### config.mk
export PLATFORM = sky130hd
export DESIGN_NAME = if_stage
export DESIGN_NICKNAME = d
export VERILOG_FILES = /design/src/rtl/if_stage.sv
export SDC_FILE = /design/constraint.sdc
export NUM_CORES = 1
export LEC_CHECK = 0
export CAP_MARGIN = 20
export CORE_UTILIZATION = 29
export DETAILED_ROUTE_END_ITERATION = 6
export SYNTH_ARGS = -nofsm -noshare
export SYNTH_HDL_FRONTEND = slang
export SYNTH_SLANG_ARGS = --single-unit
### constraint.sdc
create_clock -name clk -period 2.1 [get_ports clk]
set_clock_uncertainty 0.1 [all_clocks]
set_input_delay 0.42 -clock clk [delete_from_list [all_inputs] [get_ports clk]]
set_output_delay 0.42 -clock clk [all_outputs]
set_load 0.01 [all_outputs]
### src/rtl/if_stage.sv
// if_stage: instruction-fetch stage owning the PC and the I-cache request interface.
// Ports:
//   clk, rst (async, active-low)       clock and reset
//   stall                              hazard-unit stall, holds PC and fetch state
//   redirect, redirect_pc              taken branch/jump resolved in ID and its target
//   imem_req, imem_addr                fetch request and address (address equals pc_q)
//   imem_valid, imem_rdata             fetch response, same cycle on a hit or later on a miss
//   IF_pc, IF_instr                    pc_q + 2 and fetched instruction (or NOP bubble) to IF/ID
//   fetch_bubble                       IF_instr is a bubble rather than a fetched instruction
//   halted                             HLT has been fetched and fetch is stopped
module if_stage #(
    parameter logic [15:0] RESET_PC   = 16'h0000,
    parameter logic [15:0] NOP_INSTR  = 16'h4000,
    parameter logic [3:0]  HLT_OPCODE = 4'hF
) (
    input  logic        clk,
    input  logic        rst,
    input  logic        stall,
    input  logic        redirect,
    input  logic [15:0] redirect_pc,
    output logic        imem_req,
    output logic [15:0] imem_addr,
    input  logic        imem_valid,
    input  logic [15:0] imem_rdata,
    output logic [15:0] IF_pc,
    output logic [15:0] IF_instr,
    output logic        fetch_bubble,
    output logic        halted
);
    typedef enum logic [1:0] {S_RUN, S_WAIT, S_DRAIN, S_HALT} state_t;
    state_t      state_q;
    logic [15:0] pc_q, redir_q;
    logic        fetching, good;
    assign fetching     = state_q == S_RUN || state_q == S_WAIT;
    // Gate with rst so a response arriving during reset never leaks into IF/ID.
    assign good         = rst & imem_valid & fetching;
    assign imem_req     = state_q != S_HALT;
    assign imem_addr    = pc_q;
    assign IF_pc        = pc_q + 16'd2;
    assign IF_instr     = good ? imem_rdata : NOP_INSTR;
    assign fetch_bubble = ~good;
    assign halted       = state_q == S_HALT;
    always_ff @(posedge clk or negedge rst) begin
        if (!rst) begin
            pc_q    <= RESET_PC;
            redir_q <= 16'h0000;
            state_q <= S_RUN;
        end else begin
            case (state_q)
                S_RUN, S_WAIT: begin
                    if (redirect && imem_valid) begin
                        pc_q    <= redirect_pc;
                        state_q <= S_RUN;
                    end else if (redirect) begin
                        // The outstanding miss must complete before the address may change.
                        redir_q <= redirect_pc;
                        state_q <= S_DRAIN;
                    end else if (stall) begin
                        if (state_q == S_RUN && !imem_valid) state_q <= S_WAIT;
                    end else if (!imem_valid) begin
                        state_q <= S_WAIT;
                    end else if (imem_rdata[15:12] == HLT_OPCODE) begin
                        state_q <= S_HALT;
                    end else begin
                        pc_q    <= pc_q + 16'd2;
                        state_q <= S_RUN;
                    end
                end
                S_DRAIN: begin
                    if (redirect) redir_q <= redirect_pc;
                    if (imem_valid) begin
                        pc_q    <= redirect ? redirect_pc : redir_q;
                        state_q <= S_RUN;
                    end
                end
                S_HALT: begin
                    // Redirect means the HLT sat on a mispredicted path.
                    if (redirect) begin
                        pc_q    <= redirect_pc;
                        state_q <= S_RUN;
                    end
                end
            endcase
        end
    end
endmodule

### After elaboration in Yosys (flattened, before gate mapping)

Cells that the tools add are included.

| cells by class | value |
|---|---|
| $add $sub $neg | 1 |
| equality and inequality tests | 13 |
| muxes and demuxes | 21 |
| bitwise logic cells | 3 |
| reductions and logical operators | 10 |

Operators by type and width:

| operator | count |
|---|---|
| $mux W16 | 10 |
| $pmux W16 S3 | 1 |
| $pmux W16 S2 | 1 |
| $add A16 B2 Y16 const B | 1 |
| $mux W2 | 8 |
| $ne A3 B3 Y1 const B | 4 |
| $ne A2 B2 Y1 const B | 4 |
| $pmux W2 S3 | 1 |
| $reduce_and A6 Y1 | 1 |
| $ne A5 B5 Y1 const B | 1 |
| $eq A2 B2 Y1 const B | 2 |
| $eq A4 B4 Y1 const B | 1 |
| $reduce_and A3 Y1 | 1 |
| $and A1 B1 Y1 | 2 |
| $eq A2 B1 Y1 const B | 1 |
| $logic_and A1 B1 Y1 | 2 |
| $logic_not A2 Y1 | 1 |
| $reduce_and A2 Y1 | 1 |
| $reduce_bool A2 Y1 | 1 |
| $reduce_or A2 Y1 | 1 |
| $logic_not A1 Y1 | 1 |
| $logic_or A1 B1 Y1 | 1 |
| $not A1 Y1 | 1 |

| word-level totals | value |
|---|---|
| register bits | 34 |
| input port bits | 37 |
| output and inout bits | 51 |

### Longest topological paths before layout

Gate-level depths: netlist of run 1.

| logic depth | value |
|---|---|
| depth in word-level cells | 7 |
| gate-level depth with buffers | 7 |
| mapped depth without buffers | 6 |

### Worst setup path after synthesis of run 1

Ideal clock, no wire load.

| timing path | value |
|---|---|
| path kind | register -> output |
| from | register pc_q[1], in the netlist imem_addr[1] |
| to | output IF_pc[15] |
| arrival time | 1.475 ns |
| required time | 1.580 ns |
| slack | 0.105 ns |
| cell stages (with the launch flop) | 6 |
| cell sequence | dfrtp_1 > ha_1 > nand3_1 > nor2_1 > nand3_1 > xnor2_1 |

| on the way | value |
|---|---|
| word-level cells in the longest chain between the ends | 1 |

Ends and longest elaborated chain:

| element | line | text |
|---|---|---|
| start, declared | 32 | `logic [15:0] pc_q, redir_q;` |
| start signal, assigned | 52 | `pc_q <= redirect_pc;` |
| start signal, assigned | 65 | `pc_q <= pc_q + 16'd2;` |
| start signal, assigned | 72 | `pc_q <= redirect ? redirect_pc : redir_q;` |
| $add A16 B2 Y16 | 39 | `assign IF_pc = pc_q + 16'd2;` |
| end, declared | 25 | `output logic [15:0] IF_pc,` |

No other way between the ends.

### Worst setup path after layout of run 1

| timing path | value |
|---|---|
| from | register pc_q[2], in the netlist imem_addr[2] |
| to | output IF_pc[10] |

The elaborated chain is that of the path after synthesis.

==> impl_metrics.ini, run 1 <==
[outcome]
status = finished, violations left
violations = negative setup slack

[setup_path]
critPathMaxStageDelay_ps = 400
worstPathCellList = nand4_1 > nor2_4 > buf_6 > buf_6 > and3_4 > xor2_1 > buf_2
worstSetupPathType = reg2out
cp_top_family = simple AND/OR/NAND/NOR gates
crit_top_cell = buf_6
cp_data_required_time_ps = 1580
critPathMaxFanout = 4
critPathArrivalTime_ps = 1740
end_kind = primary output
critPathLaunchType = register
slowest_stage = dfrtp_1
crit_buf_inv = 3

[global_routing]
grtUsageTotal = 0.2124
grt_max_degree = 35
top_usage_layer = met2
grt_pass1_vias = 2754
use_met2 = 0.3499
grt-ovfl-total = 0
antenna_found_initial = 0
grt_first_pass_wirelength_um = 14120
grtUsageMet1 = 0.2873
global_route.usage.met3 = 0.02846

[sta]
finalMaxSlewViolations = 0
min_period_ps = 2255
tightest_slew_ps = 486.2
slew_headroom = 0.6759
worst_slack_ps = -155.1
setup_viol = 7
hold_slack_ps = 274.6
final-hold-violation-count = 0
max_freq_ghz = 0.4434
rsz0062_at_grt = yes
min_period_over_period = 1.074

[clock_network]
cts_buffers = 5
clock_sinks = 34
cts_tree = yes
clockRootBuffer = clkbuf_8
clk_latency_ps = 300
cts_max_path_buffers = 2
h-tree-depth = 2
path_clk_slew_ps = 90
cts_hold_buf = 0

[layout]
nets = 475
final_core_util = 0.5293
antenna_cells = 0
syn_to_final_growth_pct = 72.28
final_cell_area_um2 = 4175
fillers = 735
drive_gt1_frac = 0.3516

[synthesis]
synth_seq_cells = 34
synth.top_cells.by_count = 34 x dfrtp_1, 28 x nand2_1, 27 x and3_1
seq_area_frac_synth = 0.3511
avgSynthCellArea_um2 = 8.845
dominantRegCellSynth = dfrtp_1
ys_types = 52
yosysWarnings = 0
yosys.area.top_type = dfrtp_1
synth_top_area_share = 0.3511
synthTopCellsByArea = dfrtp_1 35%, and3_1 7.0%, mux2_4 6.2%
syn-instance-count = 274
syn-num-nets = 312
synth-edff-count = 0
yosysMostFrequentCell = dfrtp_1
synth_area_um2 = 2424
async_reset_ff_frac = 1.000

[place]
port_buffers = 87
dp_hpwl_um = 6449
place.gp.congestion = 0.8224
dpl_cell_area_um2 = 3797

[detailed_routing]
viasPerCell = 5.141
first_pass_iters = 4
wl_per_cell_um = 16.76
dr_total_vias = 2776
drt-initial-drc-count = 120
wirelength_um = 9051
drc_errors = 0
postRouteAntennaNets = 0

[floorplan]
chipHeight_um = 93.42
initial_core_util = 0.3073
rows = 32
dieWidth_um = 93.42
io_pins = 88
core_area_um2 = 7888
dieArea_um2 = 8726

[power_and_ir_drop]
swShare = 0.3531
power.density_nw_per_um2 = 936.1
p_sw_w = 0.001380
comb_power_share = 0.546
leakagePower_nw = 2.001
intPower_w = 0.002528
clockPowerShare = 0.199
ir_drop_mv = 0.4684
power.total_w = 0.003908
power.share.sequential = 0.255

[job]
cap_viol_max_count = 0

[hold_path]
worstHoldPathType = in2async
## worst reg2reg max path: stages (launching register included)
cell and delay, ps:
dfrtp_1 420, ha_2 220, and3_4 180, and3_4 160, xnor2_4 130, buf_6 120, buf_4 120, buf_4 120
buf_4 120, a21oi_2 120, o22a_1 130
## layout make-up
type	count	area, um2	share of cell area
Tap cell	102	127.6	0.03057
Multi-Input combinational cell	213	1538	0.3683
Clock buffer	6	82.58	0.01978
Sequential cell	34	852.1	0.2041
Inverter	9	33.78	0.008091
Timing Repair Buffer	174	1481	0.3548
Clock inverter	2	60.06	0.01438
## logic make-up (layout without fill, tap and decap cells)
family | count (synthesis) | after routing | synth area share
XOR/XNOR | 13 | 13 | 0.04698
AND/OR/NAND/NOR | 95 | 95 | 0.2091
buffers and inverters | 27 | 191 | 0.05730
adder cells (fa/ha/maj) | 1 | 1 | 0.005162
AO/OA/AOI/OAI | 84 | 84 | 0.2235
multiplexers | 20 | 20 | 0.1069
flip-flops | 34 | 34 | 0.3511
## state kept, by name (all words and copies together), names as in the netlist
register / count
state_q: 2
redir_q: 16
imem_addr: 16
## metrics by stage
step | std cells | TNS [ps] | worst slack, ps
after floorplan | 274 | 0 | 105.1
after global placement | 508 | -10580 | -372.3
after detailed placement | 508 | -10910 | -395.4
after CTS | 540 | -351.0 | -99.62
after global routing | 540 | -1117 | -227.7
final | 540 | -413.3 | -155.1
## per-layer routing
layer | vias to the layer above | share of wire
met2 | 82 | 0.48
li1 | 1346 | -
met1 | 1340 | 0.46
met4 | 0 | 0.010
met5 | - | 0
met3 | 8 | 0.050
## cells in the final DEF (no fill, tap or decap), types with 4 or more instances in the layout
master           instances
buf_4                   79
clkdlybuf4s50_1         51
dfrtp_1                 33
nand2_1                 25
and3_1                  23
a21oi_1                 23
o21ai_0                 18
dlygate4sd2_1           17
buf_2                   14
mux2_4                  10
mux2_2                   7
nor2_1                   7
buf_6                    7
inv_1                    6
xnor2_1                  6
a31oi_1                  6
clkbuf_8                 6
nand4_1                  5
o22a_1                   5
a32oi_1                  4
o21a_1                   4
dlymetal6s2s_1           4
## repair_timing
item / in CTS / in global routing
resized for setup: 81 / 24
setup buffers: 24 / 4
cloned: 0 / 0
pin swaps: 10 / 13
endpoints found under the setup margin: 32 / 22
endpoints found under the hold margin: 0 / 0
## power by group through the flow
stage	clock [W]	combinational (W)	sequential, W
2_1_floorplan	0	0.000775	0.00108
3_3_place_gp	0	0.00200	0.000988
3_5_place_dp	0	0.00203	0.000996
4_1_cts	0.000790	0.00208	0.000987
5_1_grt	0.000822	0.00229	0.00102
6_report	0.000777	0.00214	0.000996
## worst paths after layout
| path | from | end | slack (ps) | depth (start not counted) |
|---|---|---|---|---|
| worst max-delay path | imem_addr[2] | IF_pc[10] | -160 | 7 |
| worst min-delay path | rst | redir_q[12] | 270 | 2 |
| worst max register to register | imem_addr[2] | imem_addr[7] | 110 | 10 |
| worst min register to register | redir_q[9] | redir_q[9] | 420 | 1 |
| max in group asynchronous | rst | state_q[0] | 1270 | 2 |
| min in group clk | redir_q[9] | redir_q[9] | 420 | 1 |
(Power assumes the default switching activity.)
==> run 2, diff against run 1 <==
- CORE_MARGIN: default -> 1.5
- clock period: 2.1 -> 2.61 ns (I/O delays scaled with it)
==> impl_metrics.ini, run 2 (synthesized netlist as in run 1, its figures left out) <==
[clock_network]
h-tree-depth = 2
path_clk_slew_ps = 70
clk_latency_ps = 290
cts_buffers = 5
cts_max_path_buffers = 2
cts_hold_buf = 0
cts_tree = yes
clock_sinks = 34
clockRootBuffer = clkbuf_8

[floorplan]
dieArea_um2 = 8914
core_area_um2 = 8134
chipHeight_um = 94.42
io_pins = 88
initial_core_util = 0.2980
dieWidth_um = 94.42
rows = 33

[setup_path]
critPathLaunchType = register
critPathMaxFanout = 3
worstSetupPathType = reg2out
critPathArrivalTime_ps = 1910
crit_buf_inv = 2
cp_data_required_time_ps = 1990
slowest_stage = clkdlybuf4s50_1
end_kind = primary output
critPathMaxStageDelay_ps = 570
worstPathCellList = nand4_1 > buf_4 > nor2_1 > xor2_1 > clkdlybuf4s50_1
cp_top_family = buffers and inverters

[place]
dp_slack_ps = -85.35
dp_hpwl_um = 5821
dpl_cell_area_um2 = 3608
place.gp.congestion = 0.8046
port_buffers = 87

[power_and_ir_drop]
power.density_nw_per_um2 = 743.0
comb_power_share = 0.536
p_sw_w = 0.0009942
power.share.sequential = 0.285
clockPowerShare = 0.179
ir_drop_mv = 0.2999
intPower_w = 0.001832
swShare = 0.3518
leakagePower_nw = 1.779

[detailed_routing]
wl_per_cell_um = 16.24
wirelength_um = 8087
drc_errors = 0
postRouteAntennaNets = 0
viasPerCell = 5.127
dr_total_vias = 2553
first_pass_iters = 4
drt-initial-drc-count = 162

[layout]
multiInputGateArea_um2 = 1456
layout.cells.most_common_list = 61 x clkdlybuf4s50_1, 38 x buf_4, 34 x dfrtp_1, 28 x nand2_1, 27 x and3_1
final_core_util = 0.4676
antenna_cells = 0
final_common_cell = clkdlybuf4s50_1
fillers = 808
syn_to_final_growth_pct = 56.94
drive_gt1_frac = 0.2036
final_cell_area_um2 = 3804
seq_area_um2 = 850.8
nets = 431

[global_routing]
antenna_found_initial = 0
grt_max_degree = 35
grtUsageTotal = 0.1850
grt_first_pass_wirelength_um = 12780
grt_pass1_vias = 2473
grt-ovfl-total = 0

[sta]
slew_headroom = 0.6992
setup_viol = 0
final-hold-violation-count = 0
finalMaxSlewViolations = 0
min_period_over_period = 0.9686
fin_setup_tns_ps = 0
rsz0062_at_grt = no
max_freq_ghz = 0.3956
tightest_slew_ps = 451.2
worst_slack_ps = 81.92
min_period_ps = 2528

[outcome]
status = finished clean

[job]
cap_viol_max_count = 0

[hold_path]
worstHoldPathType = in2async
## run 2: power groups by stage
stage | Combinational, W | Sequential [W] | Clock [W]
after floorplan | 0.000623 | 0.000871 | 0
after global placement | 0.00148 | 0.000815 | 0
after detailed placement | 0.00149 | 0.000815 | 0
after CTS | 0.00149 | 0.000806 | 0.000520
after global routing | 0.00164 | 0.000828 | 0.000538
final | 0.00151 | 0.000805 | 0.000506
## run 2: final timing paths
check                             start            to  slack [ps]  cells after the start
setup / recovery           imem_addr[2]      IF_pc[6]          80                      5
hold / removal                      rst    redir_q[0]         360                      2
setup reg to reg             state_q[1]  imem_addr[3]         600                      7
hold reg to reg              redir_q[8]    redir_q[8]         410                      1
max in group asynchronous           rst  imem_addr[1]        1730                      2
min in group clk             redir_q[8]    redir_q[8]         410                      1
## run 2: layout make-up
class,count,share of cell area
Clock inverter,1,0.007895
Inverter,9,0.008882
Timing Repair Buffer,130,0.3204
Multi-Input combinational cell,213,0.3829
Tap cell,105,0.03454
Clock buffer,6,0.02171
Sequential cell,34,0.2237
## run 2: worst reg2reg max path: stages (launching register included)
cell      delay, ps
dfrtp_1         440
buf_4           280
nand2b_1        120
a22oi_1         210
buf_4           160
a21o_1          270
o21ai_0         140
a22oi_1         190
## run 2: metal layers
layer / track usage / share of wire / vias to the layer above
met2: 0.2914 / 0.47 / 63
met1: 0.2599 / 0.48 / 1226
met4: 0.05100 / 0.0068 / 0
met5: 0 / 0 / -
met3: 0.03221 / 0.042 / 6
li1: - / - / 1258
## run 2: metrics by stage
step	power, W	cells	hold WS (ps)
4_1_cts	0.002819	493	364.0
3_3_place_gp	0.002298	482	387.7
5_1_grt	0.003007	498	423.8
2_1_floorplan	0.001494	274	126.4
3_5_place_dp	0.002304	482	391.0
6_report	0.002826	498	357.5
## run 2: timing repair
| action | in CTS | in global routing |
|---|---|---|
| endpoints found under the setup margin | 24 | 8 |
| resized for setup | 28 | 7 |
| cloned | 1 | 0 |
| pin swaps | 3 | 0 |
| setup buffers | 3 | 5 |
